<file path="src/rtl/seg7_scan_driver.sv">
// Four-digit multiplexed hex display driver with a frame-aligned display buffer.
// The scan is paced by a programmable prescaler, and leading zeros can be blanked.
module seg7_scan_driver #(
    parameter int SCAN_DIV   = 50000,
    parameter int ACTIVE_LOW = 1
) (
    input  logic        i_clk,
    input  logic        i_rst,
    input  logic [15:0] i_value,
    input  logic        i_load,
    input  logic        i_blank_lz,
    input  logic [3:0]  i_dp,
    output logic [6:0]  o_seg,
    output logic        o_dp_out,
    output logic [3:0]  o_an,
    output logic        o_frame
);

    localparam int            PW    = (SCAN_DIV > 1) ? $clog2(SCAN_DIV) : 1;
    localparam logic [PW-1:0] PTERM = PW'(SCAN_DIV - 1);
    localparam logic          POL   = (ACTIVE_LOW != 0);

    logic [PW-1:0] r_pcnt;
    logic [1:0]    r_idx;
    logic [15:0]   r_shadow;
    logic [15:0]   r_disp;
    logic [3:0]    r_lz;
    logic          r_frame;
    logic [6:0]    r_seg;
    logic          r_dp;
    logic [3:0]    r_an;

    logic          w_term;
    logic          w_boundary;
    logic [15:0]   w_next_disp;
    logic [3:0]    w_nib;
    logic [6:0]    w_seg_ah;
    logic [3:0]    w_an_ah;
    logic          w_dp_ah;

    // Active-high segment pattern {g,f,e,d,c,b,a} for one hex digit.
    function automatic logic [6:0] hex7(input logic [3:0] d);
        logic [6:0] s;
        case (d)
            4'h0: s = 7'h3F;
            4'h1: s = 7'h06;
            4'h2: s = 7'h5B;
            4'h3: s = 7'h4F;
            4'h4: s = 7'h66;
            4'h5: s = 7'h6D;
            4'h6: s = 7'h7D;
            4'h7: s = 7'h07;
            4'h8: s = 7'h7F;
            4'h9: s = 7'h6F;
            4'hA: s = 7'h77;
            4'hB: s = 7'h7C;
            4'hC: s = 7'h39;
            4'hD: s = 7'h5E;
            4'hE: s = 7'h79;
            default: s = 7'h71;
        endcase
        return s;
    endfunction

    // Bit k set when digits k..3 are all zero; digit 0 always stays lit.
    function automatic logic [3:0] lz_flags(input logic [15:0] v);
        logic [3:0] f;
        f[3] = (v[15:12] == 4'h0);
        f[2] = f[3] && (v[11:8] == 4'h0);
        f[1] = f[2] && (v[7:4] == 4'h0);
        f[0] = 1'b0;
        return f;
    endfunction

    assign w_term      = (r_pcnt == PTERM);
    assign w_boundary  = w_term && (r_idx == 2'd3);
    assign w_next_disp = i_load ? i_value : r_shadow;
    assign w_nib       = r_disp[r_idx*4 +: 4];
    assign w_seg_ah    = (i_blank_lz && r_lz[r_idx]) ? 7'h00 : hex7(w_nib);
    assign w_an_ah     = 4'b0001 << r_idx;
    assign w_dp_ah     = i_dp[r_idx];

    always_ff @(posedge i_clk) begin
        if (!i_rst) begin
            r_pcnt   <= '0;
            r_idx    <= 2'd0;
            r_shadow <= 16'h0000;
            r_disp   <= 16'h0000;
            r_lz     <= lz_flags(16'h0000);
            r_frame  <= 1'b0;
            r_seg    <= {7{POL}};
            r_dp     <= POL;
            r_an     <= {4{POL}};
        end else begin
            if (w_term) begin
                r_pcnt <= '0;
                r_idx  <= r_idx + 2'd1;
            end else begin
                r_pcnt <= r_pcnt + PW'(1);
            end
            if (i_load) begin
                r_shadow <= i_value;
            end
            // A load on the boundary cycle goes straight to the display buffer.
            if (w_boundary) begin
                r_disp <= w_next_disp;
                r_lz   <= lz_flags(w_next_disp);
            end
            r_frame <= w_boundary;
            r_seg   <= w_seg_ah ^ {7{POL}};
            r_dp    <= w_dp_ah ^ POL;
            r_an    <= w_an_ah ^ {4{POL}};
        end
    end

    assign o_seg    = r_seg;
    assign o_dp_out = r_dp;
    assign o_an     = r_an;
    assign o_frame  = r_frame;

endmodule

</file>
<file path="config.mk">
export PLATFORM = sky130hd
export DESIGN_NAME = seg7_scan_driver
export DESIGN_NICKNAME = d
export VERILOG_FILES = /design/src/rtl/seg7_scan_driver.sv
export SDC_FILE = /design/constraint.sdc
export NUM_CORES = 1
export LEC_CHECK = 0
export CAP_MARGIN = 15
export CORE_MARGIN = 3
export CORE_UTILIZATION = 40
export CTS_BUF_LIST = sky130_fd_sc_hd__clkbuf_4 sky130_fd_sc_hd__clkbuf_8 sky130_fd_sc_hd__clkbuf_16
export DETAILED_ROUTE_END_ITERATION = 7
export GPL_TIMING_DRIVEN = 1
export PLACE_DENSITY_LB_ADDON = 0.1
export SETUP_SLACK_MARGIN = 0.05
export SLEW_MARGIN = 20
export SYNTH_ARGS = -nofsm -noshare
export SYNTH_HDL_FRONTEND = slang
export SYNTH_SLANG_ARGS = --single-unit
</file>
<file path="constraint.sdc">
create_clock -name i_clk -period 3.7 [get_ports i_clk]
set_input_delay 0.74 -clock i_clk [delete_from_list [all_inputs] [get_ports i_clk]]
set_output_delay 0.74 -clock i_clk [all_outputs]
set_load 0.005 [all_outputs]
</file>
# Word level (Yosys, flattened, before mapping)
# Memories as Yosys holds them, arrays and structs flattened.
# Cells that the tools add are included.
# op_classes
addsub,2
magnitude_cmp,1
n_eq_ne,2
shifts,2
n_mux,6
bitwise_logic,4
reduce_logical,8
# ops
op,n
"16-bit by 1-bit adder with 16-bit output, second input constant",1
"16-bit equality test, second input constant",1
16-bit 2-to-1 mux,1
16-bit by 5-bit variable part select with 4-bit output,1
4-bit zero test,3
7-bit 2-to-1 mux,1
7-bit NOT,1
1-bit binary-select mux with 2-bit select,2
1-bit logical AND,4
4-bit NOT,1
"1-bit by 2-bit << shifter with 4-bit output, first input constant",1
"2-bit by 3-bit < comparator with 1-bit output, second input constant",1
"2-bit by 1-bit adder with 2-bit output, second input constant",1
"2-bit equality test, second input constant",1
1-bit 2-to-1 mux,2
1-bit NOT,2
2-bit OR reduction,1
# totals
ff_bits,66
romBits,112
output_inout_bits,13
elab_cells,35
mem_count,1
# memory_table
name,words,width,rd,rd_ports_with_merged_regs,wr,line_no,text
(name not given),16,7,1,0,0,44,case (d)

# Longest topological paths before layout
# depth
word_depth,5
ltp_mapped,8
ltp_nobuf,7

# Least setup slack after synthesis
# No wires, ideal clock.
# synth_path
path_kind,register to register
start,register r_idx[1]
end,register r_seg[3] (netlist: o_seg[3])
setup_ns,0.136
t_arrival_ns,1.689
required_ns,3.564
path_slack_ns,1.876
stages_incl_launch_ff,7
path_buffers,1
path_cell_list,dfxtp_1 -> buf_6 -> mux4_2 -> ha_1 -> mux2_4 -> mux2i_1 -> nand2_1
# synth_between
elab_chain_len,5
# synth_rtl
element,line_no,text
start: declaration,24,logic [1:0] r_idx;
start signal: assignment,97,r_idx <= r_idx + 2'd1;
branches (longest 3 deep; another with memory read 16 x 7 bit),--,
7-bit 2-to-1 mux *,79,assign w_seg_ah = (i_blank_lz && r_lz[r_idx]) ? 7'h00 : hex7(w_nib);
7-bit NOT (no source line) *,--,
end signal: assignment,91,r_seg <= {7{POL}};
end signal: assignment,110,r_seg <= w_seg_ah ^ {7{POL}};
end: declaration,29,logic [6:0] r_seg;
# Mark *: on every way between the ends. The select of a mux whose other input is x is not followed.
# A chain may end at the register's enable or synchronous reset.

# Worst setup path in the final report
# layout_path
start,input i_load
end,register r_disp[10]
# layout_between
elab_chain_len,1
# layout_rtl
element,line_no,text
start: declaration,10,"input logic i_load,"
16-bit 2-to-1 mux,--,
end signal: assignment,106,r_disp <= w_next_disp;
end: declaration,26,logic [15:0] r_disp;
# No other way between the ends.

==> results.md <==
| Step | Quantity | This run |
|:---|:---|:---|
| global route | Global-route wire length before repair | 9890 um |
| synthesis | Synth cell types | 47 |
| route | First-iteration detailed-routing DRC count | 61 |
| layout | Core occupancy in the finished layout | 51.1% |
| synthesis | Post-Syn Area per Cell | 10.3 sq um |
| place | Count of input and output buffers | 36 |
| power and ir drop | Areal power density over the cells | 417 mW/mm^2 |
| worst setup path | Setup Crit Path Kind | primary input to flop |
| power and ir drop | Static leakage | 1.52 nW |
| floorplan | Number of ports placed on the die boundary | 37 |
| synthesis | Most used standard cells in the synthesized netlist | dfxtp_1, nand3_1, mux2i_1 |
| synthesis | Yosys reg bits | 66 |
| synthesis | Most frequent cell after synthesis | dfxtp_1 |
| global route | Largest net degree at the start of global routing | 46 |
| place | Final weighted congestion of routability-driven global placement | 0.770 |
| floorplan | Die footprint | 0.00843 sq mm |
| route | Routed wire length per instance | 14.4 um |
| route | Via count of the routed design | 2142 |
| timing | Final critical delay including setup and external delays | 2.25 ns |
| floorplan | Initial standard-cell utilization of the core | 42.2% |
| worst setup path | Critical Path Start Type | primary input |
| worst hold path | Count of cells along the worst hold path | 1 |
| route | Detail-routed via count per cell | 5.11 |
| floorplan | Area of the core region | 0.00698 sq mm |
| cts | Clock latency reported for the late side of the worst-skew pair | 0.35 ns |
| layout | Layout-stage area growth over the synthesis result | 21.2% |
| timing | Worst Tran Pin Value | 0.768 ns |
| cts | Clock slew at reported path FFs | 0.08 ns |
| worst setup path | Required time of the critical path | 3.94 ns |
| layout | Final #Nets | 353 |
| layout | Ratio of cells with drive above 1 in the final layout | 10.2% |
| timing | Setup skew after layout | 0.00992 ns |
| timing | Final Max Slew Viols | 0 |
| synthesis | Synth top area share | 44.8% |
| global route | Total track usage | 15.0% |
| route | Total wire length | 6020 um |
| synthesis | Syn Nets | 321 |
| timing | Maximum clock frequency | 0.445 GHz |
| cts | Num CTS Buffers | 9 |
| worst setup path | Endpoint arrival time on the critical path | 2.49 ns |
| power and ir drop | Final total power | 0.00149 W |
| timing | Max-slew headroom | 48.8% |
| outcome | Status | finished clean |
| cts | TritonCTS clock tree | done |
| synthesis | Summed instance area of the synthesized netlist | 0.00295 sq mm |
| cts | Number of setup buffers added after CTS | 0 |
| worst hold path | Hold Crit Start | r_pcnt[0] |
| timing | Worst slack on hold paths | 0.464 ns |
| synthesis | EDFF count, synth | 0 |
| cts | Root cell of the clock tree | clkbuf_8 |
| timing | Number of endpoints failing setup at the final stage | 0 |
| global route | Number of global-route vias before repair | 2046 |
| global route | Number of antenna violations at the first check in global routing | 0 |
| cts | Number of buffers added to fix hold violations after cts | 0 |
| route | Detailed-route DRC error count | 0 |
| worst hold path | Min-Delay Path Class | flop to flop |
| worst setup path | Launch point of the worst path | i_load |
| timing | Share of the clock period used by the worst path | 60.8% |
| synthesis | Primary FF master, synth | dfxtp_1 |
| worst setup path | R2R depth | 5 |
| place | Placement-stage cell area | 0.00335 sq mm |
| run | Number of max-cap violations | 0 |
| timing | Setup TNS | 0 ns |
| cts | H-Tree Depth | 3 |
| synthesis | Number of warnings printed during yosys synthesis | 0 |
| worst setup path | Critical path capture point type | flop |
| worst setup path | Largest fanout on the critical path | 13 |
| synthesis | Cells after synthesis | 286 |
| layout | Post-route cell area | 0.00357 sq mm |
| synthesis | Top cells by area, synth | dfxtp_1, mux2i_1, o211a_1, ha_1, nand3_1 |
| place | HPWL Detailed | 4110 um |
| synthesis | Largest area contributor in the synthesized netlist | dfxtp_1 |
| synthesis | FFs w/ async S/R, synth | 0% |
| cts | Number of gates given a new drive strength after cts | 0 |
| cts | Buffer depth of the longest clock path | 2 |
| route | Antenna Violating Nets Remaining | 0 |
| layout | Antenna diodes | 0 |
| floorplan | Overall die width | 91.8 um |
| synthesis | Sequential area share after synthesis | 44.8% |
| timing | Setup repair after global routing missed its margin | false |
| power and ir drop | Worst IR Drop VDD | 0.000201 V |
| worst setup path | Crit Reg-Reg Startpoint | r_pcnt[0] |
| global route | Sum of overflow across all layers after global routing | 0 |
| timing | Final Hold Viols | 0 |
| cts | Number of clock sinks | 66 |
| route | Detailed Routing Iterations Pass 1 | 5 |
| floorplan | Vertical die dimension | 91.8 um |
| floorplan | Site row count | 30 |
## cell type report
cell class                      instances  area, sq um
Fill cell                             687         3410
Multi-Input combinational cell        193         1500
Inverter                                9         33.8
Clock buffer                            9          124
Sequential cell                        66         1320
Clock inverter                          7         93.8
Tap cell                               96          120
Timing Repair Buffer                   39          383
## cell usage in the layout, fill, tap and decap left out, types with 4 or more instances in the layout
cell,instances
dfxtp_1,66
clkdlybuf4s50_1,36
nand3_1,23
mux2i_1,19
nor2b_1,17
o211a_1,16
nand2_1,14
nor2_1,14
ha_1,11
xor2_1,10
inv_1,9
clkbuf_8,9
a21oi_1,6
and3_1,5
o21ai_0,5
mux4_2,4
o211ai_1,4
## critical path, cell delays in order
cell and delay (ns):
clkdlybuf4s50_1 0.88, buf_4 0.34, mux2i_1 0.26, nand3_1 0.10
o211a_1 0.16
## registers in the layout, indices dropped and copies added, names as in the netlist
register,cells
o_dp_out,1
r_shadow,16
r_pcnt,16
o_seg,7
o_an,4
r_lz,3
r_idx,2
o_frame,1
r_disp,16
## logic make-up after synthesis
group	count (synthesis)	share of synthesized area (%)
simple gates	101	19.7
fa+ha+maj	11	4.67
mux	27	11.7
buf+inv	27	4.42
xor+xnor	12	3.57
compound gates	42	11.1
flops	66	44.8
## layer usage
layer  track usage (%)  share of wire (%)  vias to the layer above  wire length, um
met5                 0                  0                        -                0
met4              8.17                2.1                        0              125
met3              3.12                4.2                       10              254
met2              23.3                 47                       42             2810
met1              19.4                 47                      999             2830
li1                  -                  -                     1091                -
## where the power goes
group | internal, W | switching, W
combinational | 0.0000519 | 0.0000403
sequential | 0.000728 | 0.00000739
clock | 0.000378 | 0.000285
## worst paths after layout
| check | endpoint | slack, ns |
|---|---|---|
| max | r_disp[10] | 1.45 |
| min | r_pcnt[0] | 0.46 |
| max reg2reg | r_lz[1] | 1.46 |
| min reg2reg | r_pcnt[0] | 0.46 |
## metrics by stage
| stage | std cells | worst slack, ns |
|---|---|---|
| final | 419 | 1.45 |
| after global routing | 419 | 1.22 |
| after CTS | 419 | 1.42 |
| after detailed placement | 403 | 1.09 |
| after global placement | 403 | 1.14 |
| after floorplan | 286 | 1.88 |
Power figures use the tool's default switching activity.
